### src/rtl/alu_arbiter.sv
// alu_arbiter: shares one two-operand ALU between two requesters.
// Arbitration is round-robin. Add and sub complete in a single ISSUE cycle.
// Multiply is sequenced through the ALU init/done handshake.
// Each response is registered and tagged with the id of the requester that owns it.
// Optional feature: define ALU_MUL_TIMEOUT_EN to enable a multiply watchdog.
// The watchdog aborts a multiply after TIMEOUT_CYCLES cycles in WAIT_MUL and flags rsp_err.
module alu_arbiter #(
  parameter int W              = 3,
  parameter int TIMEOUT_CYCLES = 32
) (
  input  logic             clk,
  input  logic             rst,
  input  logic             req0,
  input  logic             req1,
  input  logic [1:0]       op0,
  input  logic [1:0]       op1,
  input  logic [W-1:0]     a0,
  input  logic [W-1:0]     b0,
  input  logic [W-1:0]     a1,
  input  logic [W-1:0]     b1,
  output logic             ack0,
  output logic             ack1,
  output logic             rsp_valid,
  output logic             rsp_id,
  output logic [2*W-1:0]   rsp_data,
  output logic             rsp_err,
  output logic             busy,
  output logic [W-1:0]     alu_a,
  output logic [W-1:0]     alu_b,
  output logic [1:0]       alu_op,
  output logic             alu_init,
  input  logic             alu_done,
  input  logic [2*W-1:0]   alu_out
);

  localparam logic [1:0] OP_ADD = 2'b00;
  localparam logic [1:0] OP_SUB = 2'b01;
  localparam logic [1:0] OP_MUL = 2'b10;
  localparam logic [1:0] OP_ILL = 2'b11;

  typedef enum logic [1:0] {
    S_IDLE     = 2'd0,
    S_ISSUE    = 2'd1,
    S_WAIT_MUL = 2'd2,
    S_RESP     = 2'd3
  } state_t;

  state_t           state_q, state_d;
  logic             last_q, last_d;      // id of the requester served most recently
  logic             id_q, id_d;
  logic [W-1:0]     alu_a_q, alu_a_d;
  logic [W-1:0]     alu_b_q, alu_b_d;
  logic [1:0]       alu_op_q, alu_op_d;
  logic [2*W-1:0]   rsp_data_q, rsp_data_d;
  logic             rsp_err_q, rsp_err_d;
  logic             grant0, grant1;

`ifdef ALU_MUL_TIMEOUT_EN
  localparam int CntW = $clog2(TIMEOUT_CYCLES + 1);
  logic [CntW-1:0]  cnt_q, cnt_d;
`endif

  // Shape the raw ALU result into the 2W-bit response format.
  // Add is zero-extended from its W+1-bit sum.
  // Sub sign-extends the W+1-bit difference, so 2-3 gives all ones and 5-1 gives 4.
  function automatic logic [2*W-1:0] fmt_result(input logic [1:0] op,
                                                input logic [2*W-1:0] res);
    case (op)
      OP_ADD:  fmt_result = {{(W-1){1'b0}}, res[W:0]};
      OP_SUB:  fmt_result = {{(W-1){res[W]}}, res[W:0]};
      default: fmt_result = res;
    endcase
  endfunction

  // Round-robin choice. Port 1 wins a tie only when port 0 was served last.
  always_comb begin
    grant1 = req1 && (!req0 || !last_q);
    grant0 = req0 && !grant1;
  end

  // Next-state and output decode for the sequencing FSM.
  always_comb begin
    // NOTE: every signal gets a default before the case so no path leaves it unassigned (no latches).
    state_d    = state_q;
    last_d     = last_q;
    id_d       = id_q;
    alu_a_d    = alu_a_q;
    alu_b_d    = alu_b_q;
    alu_op_d   = alu_op_q;
    rsp_data_d = rsp_data_q;
    rsp_err_d  = rsp_err_q;
    ack0       = 1'b0;
    ack1       = 1'b0;
    alu_init   = 1'b0;
`ifdef ALU_MUL_TIMEOUT_EN
    cnt_d      = cnt_q;
`endif

    unique case (state_q)
      S_IDLE: begin
        if (grant0 || grant1) begin
          ack0     = grant0;
          ack1     = grant1;
          id_d     = grant1;
          last_d   = grant1;
          alu_a_d  = grant1 ? a1  : a0;
          alu_b_d  = grant1 ? b1  : b0;
          alu_op_d = grant1 ? op1 : op0;
          state_d  = S_ISSUE;
        end
      end

      S_ISSUE: begin
        case (alu_op_q)
          OP_MUL: begin
            alu_init = 1'b1;
            state_d  = S_WAIT_MUL;
`ifdef ALU_MUL_TIMEOUT_EN
            cnt_d    = '0;
`endif
          end
          OP_ILL: begin
            rsp_data_d = '0;
            rsp_err_d  = 1'b1;
            state_d    = S_RESP;
          end
          default: begin
            rsp_data_d = fmt_result(alu_op_q, alu_out);
            rsp_err_d  = 1'b0;
            state_d    = S_RESP;
          end
        endcase
      end

      S_WAIT_MUL: begin
        // A done that coincides with watchdog expiry takes priority.
        if (alu_done) begin
          rsp_data_d = alu_out;
          rsp_err_d  = 1'b0;
          state_d    = S_RESP;
        end
`ifdef ALU_MUL_TIMEOUT_EN
        else if (cnt_q == CntW'(TIMEOUT_CYCLES - 1)) begin
          rsp_data_d = '0;
          rsp_err_d  = 1'b1;
          state_d    = S_RESP;
        end else begin
          cnt_d = cnt_q + 1'b1;
        end
`endif
      end

      S_RESP: begin
        state_d = S_IDLE;
      end

      default: state_d = S_IDLE;
    endcase
  end

  // State and datapath registers. A synchronous reset aborts any operation in flight.
  always_ff @(posedge clk) begin
    // NOTE: sequential state uses non-blocking assignments so every flop samples pre-edge values.
    if (rst) begin
      state_q    <= S_IDLE;
      last_q     <= 1'b1;          // port 0 wins the first tie after reset
      id_q       <= 1'b0;
      alu_a_q    <= '0;
      alu_b_q    <= '0;
      alu_op_q   <= 2'b00;
      rsp_data_q <= '0;
      rsp_err_q  <= 1'b0;
`ifdef ALU_MUL_TIMEOUT_EN
      cnt_q      <= '0;
`endif
    end else begin
      state_q    <= state_d;
      last_q     <= last_d;
      id_q       <= id_d;
      alu_a_q    <= alu_a_d;
      alu_b_q    <= alu_b_d;
      alu_op_q   <= alu_op_d;
      rsp_data_q <= rsp_data_d;
      rsp_err_q  <= rsp_err_d;
`ifdef ALU_MUL_TIMEOUT_EN
      cnt_q      <= cnt_d;
`endif
    end
  end

  assign rsp_valid = (state_q == S_RESP);
  assign busy      = (state_q != S_IDLE);
  assign rsp_id    = id_q;
  assign rsp_data  = rsp_data_q;
  assign rsp_err   = rsp_err_q;
  assign alu_a     = alu_a_q;
  assign alu_b     = alu_b_q;
  assign alu_op    = alu_op_q;

endmodule

### config.mk
export PLATFORM = sky130hd
export DESIGN_NAME = alu_arbiter
export DESIGN_NICKNAME = d
export VERILOG_FILES = /design/src/rtl/alu_arbiter.sv
export SDC_FILE = /design/constraint.sdc
export NUM_CORES = 1
export LEC_CHECK = 0
export BUFFER_PORTS_ARGS = -buffer_cell sky130_fd_sc_hd__buf_2
export CORE_AREA = 4 4 58 60
export CTS_BUF_LIST = sky130_fd_sc_hd__clkbuf_16
export CTS_CLUSTER_SIZE = 14
export DETAILED_ROUTE_END_ITERATION = 8
export DIE_AREA = 0 0 62 64
export SYNTH_ARGS = -nofsm -noshare
export SYNTH_HDL_FRONTEND = slang
export SYNTH_SLANG_ARGS = --single-unit
### constraint.sdc
create_clock -name clk -period 1.7 [get_ports clk]
set_clock_uncertainty 0.1 [all_clocks]
set_input_delay 0.255 -clock clk [delete_from_list [all_inputs] [get_ports clk]]
set_output_delay 0.255 -clock clk [all_outputs]
set_load 0.01 [all_outputs]
-- Yosys cells after proc, flatten, opt, wreduce, memory -nomap -nowiden
Index checks and enable logic that the tools add are counted.
- equal/unequal tests: 9
- mux-type cells: 20
- reductions and logical operators: 14
- operator list (cell ; number):
    case mux 6 bit (2 select lines) ; 3
    equality test 2 bit, second input constant ; 4
    two-way mux 1 bit ; 8
    case mux 2 bit (4 select lines) ; 1
    two-way mux 2 bit ; 3
    two-way mux 3 bit ; 2
    two-way mux 6 bit ; 1
    != test 2 bit, second input constant ; 3
    equality test 2 x 1 -> 1 bit, second input constant ; 2
    zero test 2 bit ; 2
    case mux 1 bit (2 select lines) ; 2
    AND reduction 2 bit ; 2
    nonzero test 2 bit ; 2
    zero test 1 bit ; 3
    AND reduction 3 bit ; 1
    logical AND 1 bit ; 2
    logical OR 1 bit ; 2
- bits in registers: 19
- input port bits: 27
- output and inout bits: 21
- word-level logic and storage cells: 51

-- Logic depth before layout (Yosys ltp)
Gate-level depths: netlist of the first run.
- depth after elaboration: 8
- depth in mapped cells: 7
- depth with buffers taken out: 6

-- Worst setup path after synthesis of the first run
OpenSTA, ideal clock, no wires.
- kind: register -> register
- start point: reg state_q[0]
- end point: reg state_q[0]
- library setup time: 0.091 ns
- data arrival time: 1.315 ns
- data required time: 1.509 ns
- setup slack: 0.195 ns
- stages on the path, launching flop included: 7
- buffers on the path: 0
- clock period less this slack: 1.505 ns
- path through: dfxtp_1 > inv_1 > ha_1 > and2b_2 > a21oi_2 > a21oi_1 > a311oi_1
- longest elaborated chain between the ends: 3
- elaborated cells between the ends (all ways): 8
- those cells by class: eq/ne (5); mux (1); reduce/logical (2)
- ends and longest elaborated chain (what ; line ; source):
    from (decl) ; 48 ; state_t state_q, state_d;
    from (signal assigned) ; 177 ; state_q <= state_d;
    equality test 2 bit or zero test 2 bit (tied branches) ; 99 ; unique case (state_q)
    != test 2 bit (no line) ; -- ;
    AND reduction 2 bit (no line) ; -- ;
Several ways; a longest one is shown, not always the timed one.
A chain may end at the register's enable or synchronous reset.

-- Final worst setup path of the first run
- start point: reg state_q[1]
- end point: out alu_init
- longest elaborated chain between the ends: 2
- ends and longest elaborated chain (what ; line ; source):
    equality test 2 x 1 -> 1 bit ; 99 ;
    two-way mux 1 bit ; 99 ;
    to (decl) ; 31 ; output logic alu_init,
Every way passes these cells.

==> results.ini, run 1 <==
[detailed_routing]
postRouteWirelength_um = 2286
vias = 890
firstDrtPassIters = 4
drc = 0
drt_iter0_markers = 28
avgViaCountPerCell = 4.890
wire_per_inst_um = 12.56
antenna_left = 0

[worst_setup_path]
crit_path_max_incr_delay_ps = 350
crit_path_start_kind = flip-flop
crit_path_end_kind = primary output
rrSetupSlack_ps = 90
path_buf_inv = 2
crit_fanout = 5
worstPathRequired_ps = 1340
cp_slowest_cell = dfxtp_1
reg2reg_from = state_q[0]
crit_family = flip-flops
rr_worst_depth = 6
crit_chain = inv_2 > ha_2 > nand2_2 > nor2_1 > buf_2
r2r_end = rsp_data[5]
critPathKind = reg2out
critPathArrivalTime_ps = 1260

[logic_synthesis]
yosysSeqAreaShare = 0.3933
syn-cell-area_um2 = 967.2
synth-simple-area-share = 0.1565
netlist_instances = 100
synth_compound_area_frac = 0.2393
synth.ff_latch_count = 19
muxShareOfSynthArea = 0.1087
yosys.area_share.adder = 0.05175
netlist.area_leader.share = 0.3933
synth_top_family_by_area = compound AO/OA/AOI/OAI gates
synth-xor-area-share = 0
synthDistinctLibCells = 30
synth_top_area_cell = dfxtp_1
avgSynthCellArea_um2 = 9.672
synth_nets = 131
synth_area_leaders = dfxtp_1 (39%), mux2i_1 (9.3%), nor2_1 (7.8%)
ys_warn_count = 0

[clocking]
cts_tree = built
root_buffer = clkbuf_16
path_clk_slew_ps = 50
clkSinkCount = 19
htree_levels = 1
numCtsBuffers = 3
clk_path_buf_depth = 2
cts_setup_buffers = 0
clock_latency_ps = 250
cts_hold_buf = 0

[finish]
fill_cells = 298
drive_gt1_frac = 0.4899
seq_area_um2 = 381.6
nNetsFinal = 181
n_antenna_cell = 0
syn_to_final_growth_pct = 37.52
multi_input_area_um2 = 558.0

[floorplanning]
placementRows = 20
fp.dieW_um = 62
die_h_um = 64
coreArea_um2 = 2928
dieArea_um2 = 3968
io_pins = 48
initial_core_util = 0.3303

[timing]
slew_headroom = 0.7334
slew_violations = 0
hold_viol_final = 0
fin_crit_sh = 0.9484
worst_slew_pin_slew_ps = 399.9
max_freq_ghz = 0.6202
rsz0062_at_grt = no
period_minus_slack_ps = 1612
fin_setup_tns_ps = 0
setup_viol = 0
fin_hold_ws_ps = 166.5

[global_routing]
grt_max_degree = 22
antenna_found_initial = 0
grt_remaining_overflow = 0
grt_usage = 0.1211
grt_pass1_wl_um = 3657
grt_pass1_vias = 871

[hold_path]
worstHoldEndpoint = rsp_data[2]
whs_path_depth = 3
hold_start = alu_out[2]
hold_class = in2reg

[place]
io_buffer_count = 47
hpwl_um = 1778
gp_congestion = 0.7327

[pwr]
p_per_area_nw_per_um2 = 1674
vdd.ir_drop.worst_uv = 748.1
p_leak_nw = 0.6236

[run]
maxCapViolations = 0

[outcome]
status = finished clean

[report_power, final]
group	leakage, nW	switching (mW)	total [mW]	internal (mW)
Clock	0.0409	0.161	0.476	0.315
Sequential	0.157	0.112	0.706	0.594
Combinational	0.426	0.578	1.04	0.466
[worst min-delay path, stage by stage]
cell and delay (ps):
buf_2 80, a32oi_1 70, nor2_1 70
[through the flow]
stage	util	std cells	area, um2	worst slack, ps	power, mW
floorplan	-	100	967.2	194.5	1.421
global placement	0.4197	178	1229	95.70	1.683
detailed placement	0.4197	178	1229	36.91	1.717
CTS	0.4487	182	1314	26.45	2.216
global route	0.4543	182	1330	10.78	2.409
finish	0.4543	182	1330	87.74	2.226
[per-layer routing]
layer,track usage,share of wire,vias up
met5,0,0,-
met4,0.03979,0.0074,0
met3,0.04040,0.11,2
met2,0.1826,0.45,42
met1,0.1591,0.43,385
li1,-,-,461
[kinds of logic (layout without fill, tap and decap cells)]
group,Yosys count,after routing
fa+ha+maj,4,4
compound gates,26,26
simple gates,32,32
flops,19,19
mux,10,10
buf+inv,9,58
[cell type report]
| class | count | area share |
|---|---|---|
| inverters | 5 | 0.01411 |
| clock inverters | 1 | 0.003763 |
| multi-input cells | 72 | 0.4196 |
| repair buffers | 49 | 0.1881 |
| flip-flops and latches | 19 | 0.2869 |
| well taps | 33 | 0.03104 |
| clock buffers | 3 | 0.05644 |
[timing repair]
action / in CTS / in global routing
gates resized for setup: 2 / 5
pin swaps: 0 / 1
setup endpoints to repair: 3 / 19
[placed cells by master (no fill, tap or decap)]
cell type | Yosys | layout
nand3b_1 | 2 | 2
and2b_2 | 1 | 1
a21o_2 | 1 | 1
o21ai_0 | 1 | 1
nor2_2 | 2 | 2
o31ai_1 | 2 | 2
clkbuf_16 | 0 | 3
ha_4 | 0 | 1
mux2i_1 | 9 | 9
a21oi_1 | 2 | 2
o21ai_4 | 1 | 1
a21boi_2 | 1 | 1
buf_2 | 0 | 47
a21oi_2 | 1 | 1
inv_1 | 4 | 3
a32o_1 | 1 | 1
ha_1 | 4 | 1
nor2_1 | 20 | 20
dfxtp_2 | 0 | 1
ha_2 | 0 | 2
and2_2 | 1 | 1
nand2b_1 | 1 | 1
nand2_1 | 4 | 3
a221oi_2 | 1 | 1
dfxtp_1 | 19 | 18
buf_4 | 0 | 2
mux2_4 | 1 | 1
a211oi_1 | 6 | 6
a211o_1 | 1 | 1
nand2_2 | 0 | 1
a32oi_1 | 5 | 5
nor2_4 | 1 | 1
clkinv_2 | 0 | 1
a311oi_1 | 1 | 1
a211oi_2 | 2 | 2
inv_2 | 1 | 2
[flip-flops by register name, indices dropped and copies added (netlist names)]
signal    count
state_q       2
alu_b         3
rsp_err       1
alu_a         3
last_q        1
rsp_id        1
rsp_data      6
alu_op        2
[worst max path at each step]
stage / startpoint / to / slack (ps) / depth (start not counted)
after floorplan: state_q[0] / state_q[0] / 190 / 6
after global placement: state_q[0] / state_q[0] / 100 / 6
after detailed placement: state_q[1] / alu_a[0] / 40 / 6
after CTS: state_q[1] / alu_init / 30 / 5
after global routing: state_q[1] / alu_init / 10 / 5
final: state_q[1] / alu_init / 90 / 5
[cell usage after synthesis, drive strengths merged]
| cell type | count |
|---|---|
| a211o | 1 |
| a211oi | 8 |
| a21boi | 1 |
| a21o | 1 |
| a21oi | 3 |
| a221oi | 1 |
| a311oi | 1 |
| a32o | 1 |
| a32oi | 5 |
| and2 | 1 |
| and2b | 1 |
| buf | 2 |
| clkbuf | 2 |
| dfxtp | 19 |
| ha | 4 |
| inv | 5 |
| mux2 | 1 |
| mux2i | 9 |
| nand2 | 4 |
| nand2b | 1 |
| nand3b | 2 |
| nor2 | 23 |
| o21ai | 2 |
| o31ai | 2 |
Note: power is estimated with default switching activity, not from simulation.
==> run 2, diff against run 1 <==
==> constraint.sdc (replaced) <==
create_clock -name clk -period 1.7 [get_ports clk]
set_clock_uncertainty 0.1 [all_clocks]
set_input_delay 0.085 -clock clk [delete_from_list [all_inputs] [get_ports clk]]
set_output_delay 0.085 -clock clk [all_outputs]
set_load 0.01 [all_outputs]
==> run 2 against run 1 <==
Against the previous run:
- register-to-register slack better by 40 ps
- sequential share of layout area down 0.054 points
- hold slack got worse by 170 ps
- final cell count is 1.1% higher
- non-clock buffer count is 2 higher
- highest routed layer unchanged
- clock power grew 2%
- combinational power about the same
- largest cell class unchanged
==> results.ini, run 2 (synthesized netlist as in run 1, its figures left out) <==
[outcome]
status = finished clean

[timing]
fin_crit_sh = 0.9421
fin_setup_tns_ps = 0
slew_headroom = 0.7214
slew_violations = 0
period_minus_slack_ps = 1602
max_freq_ghz = 0.6244
setup_viol = 0
worst_slew_pin_slew_ps = 418.0
hold_viol_final = 0
rsz0062_at_grt = no

[clocking]
numCtsBuffers = 3
clk_path_buf_depth = 2
clock_latency_ps = 250
htree_levels = 1
cts_tree = built
path_clk_slew_ps = 60
clkSinkCount = 19
root_buffer = clkbuf_16
cts_setup_buffers = 0

[pwr]
vdd.ir_drop.worst_uv = 883.7
p_per_area_nw_per_um2 = 1657
p_int_mw = 1.364
swShare = 0.3823
p_leak_nw = 0.6279
power_frac_seq = 0.316
p_comb_frac = 0.464
p_switching_mw = 0.8444
power_frac_clock = 0.221

[detailed_routing]
firstDrtPassIters = 4
drt_iter0_markers = 30
avgViaCountPerCell = 4.935
postRouteWirelength_um = 2268
vias = 908
drc = 0
wire_per_inst_um = 12.33
antenna_left = 0

[worst_setup_path]
worstPathRequired_ps = 1510
crit_fanout = 4
path_buf_inv = 3
crit_path_start_kind = flip-flop
critPathKind = reg2out
crit_path_max_incr_delay_ps = 380
crit_chain = inv_1 > ha_1 > buf_4 > and2_2 > buf_2
critPathArrivalTime_ps = 1420
crit_path_end_kind = primary output
crit_family = buffers and inverters
cp_slowest_cell = dfxtp_1

[finish]
nNetsFinal = 183
largest_reg_flops = 6
final_common_cell = buf_2
n_antenna_cell = 0
instances_no_fill = 184
syn_to_final_growth_pct = 37.78
final_cell_mix = buf_2 (47), nor2_1 (20), dfxtp_1 (18)
fin_area_um2 = 1333
drive_gt1_frac = 0.4636

[floorplanning]
fp.dieW_um = 62
initial_core_util = 0.3303
placementRows = 20
coreArea_um2 = 2928
io_pins = 48
die_h_um = 64
dieArea_um2 = 3968

[place]
gp_congestion = 0.7269
post_dp_cell_area_um2 = 1236
io_buffer_count = 47
dp.cells = 179
hpwl_um = 1808

[run]
maxCapViolations = 0

[global_routing]
grt_pass1_wl_um = 3870
grt_pass1_vias = 923
grt-busiest-layer = met2
grt_remaining_overflow = 0
grt_usage = 0.1285
use_met1 = 0.1448
grt_max_degree = 22
use_met3 = 0.05051
grt_util_met2 = 0.2111
antenna_found_initial = 0

[hold_path]
hold_class = in2reg

-- run 2: changes by cell type in the layout (fill, tap and decap cells not counted), sizes merged --
cell / before / now
buf: 49 / 50
clkinv: 1 / 0
dlygate4sd3: 0 / 1
clkinvlp: 0 / 1
-- run 2: what timing repair did --
item / CTS / global route
endpoints found under the hold margin: 1 / 0
hold buffers: 1 / 0
resized for setup: 1 / 1
setup endpoints to repair: 1 / 3
pin swaps: 0 / 1
-- run 2: power groups by stage --
stage | combinational (mW) | sequential [mW] | clock [mW]
2_1_floorplan | 0.671 | 0.750 | 0
3_3_place_gp | 1.00 | 0.701 | 0
3_5_place_dp | 1.04 | 0.703 | 0
4_1_cts | 1.04 | 0.699 | 0.498
5_1_grt | 1.15 | 0.725 | 0.518
6_report | 1.02 | 0.697 | 0.487
-- run 2: metal layers --
layer | vias to the layer above | routed length (um) | part of all wire
met5 | - | 0 | 0
met4 | 0 | 28 | 0.012
met3 | 4 | 262 | 0.12
met2 | 42 | 1024 | 0.45
met1 | 399 | 952 | 0.42
li1 | 463 | - | -
-- run 2: final cells by class --
type,instances,area (um2)
Sequential cell,19,381.6
Timing Repair Buffer,51,267.8
Inverter,5,18.77
Clock buffer,3,75.07
Tap cell,33,41.29
Multi-Input combinational cell,72,540.5
Clock inverter,1,7.507
Fill cell,293,1595
-- run 2: path summary, 6_finish.rpt --
check | depth (start not counted) | end | slack (ps) | start
hold reg to reg | 2 | rsp_err | 360 | rsp_err
hold / removal | 3 | rsp_data[2] | 0.1 | alu_out[2]
setup / recovery | 5 | ack1 | 100 | state_q[1]
setup reg to reg | 6 | rsp_data[5] | 130 | state_q[0]
-- run 2: worst reg2reg max path, cell delays in order, from the launching register on --
cell     delay [ps]
dfxtp_2         340
inv_1            80
ha_2            240
nor2_1           70
a32o_1          260
a32oi_1         230
o31ai_1         120
-- run 2: stage by stage --
step	utilization	setup WS, ps	hold slack [ps]	power (mW)
final	0.4551	98.47	0.1246	2.209
after global routing	0.4551	1.035	44.11	2.390
after CTS	0.4543	33.40	10.18	2.239
after detailed placement	0.4222	-0.6110	250.2	1.741
after global placement	0.4222	138.8	241.9	1.703
after floorplan	-	194.5	154.0	1.421
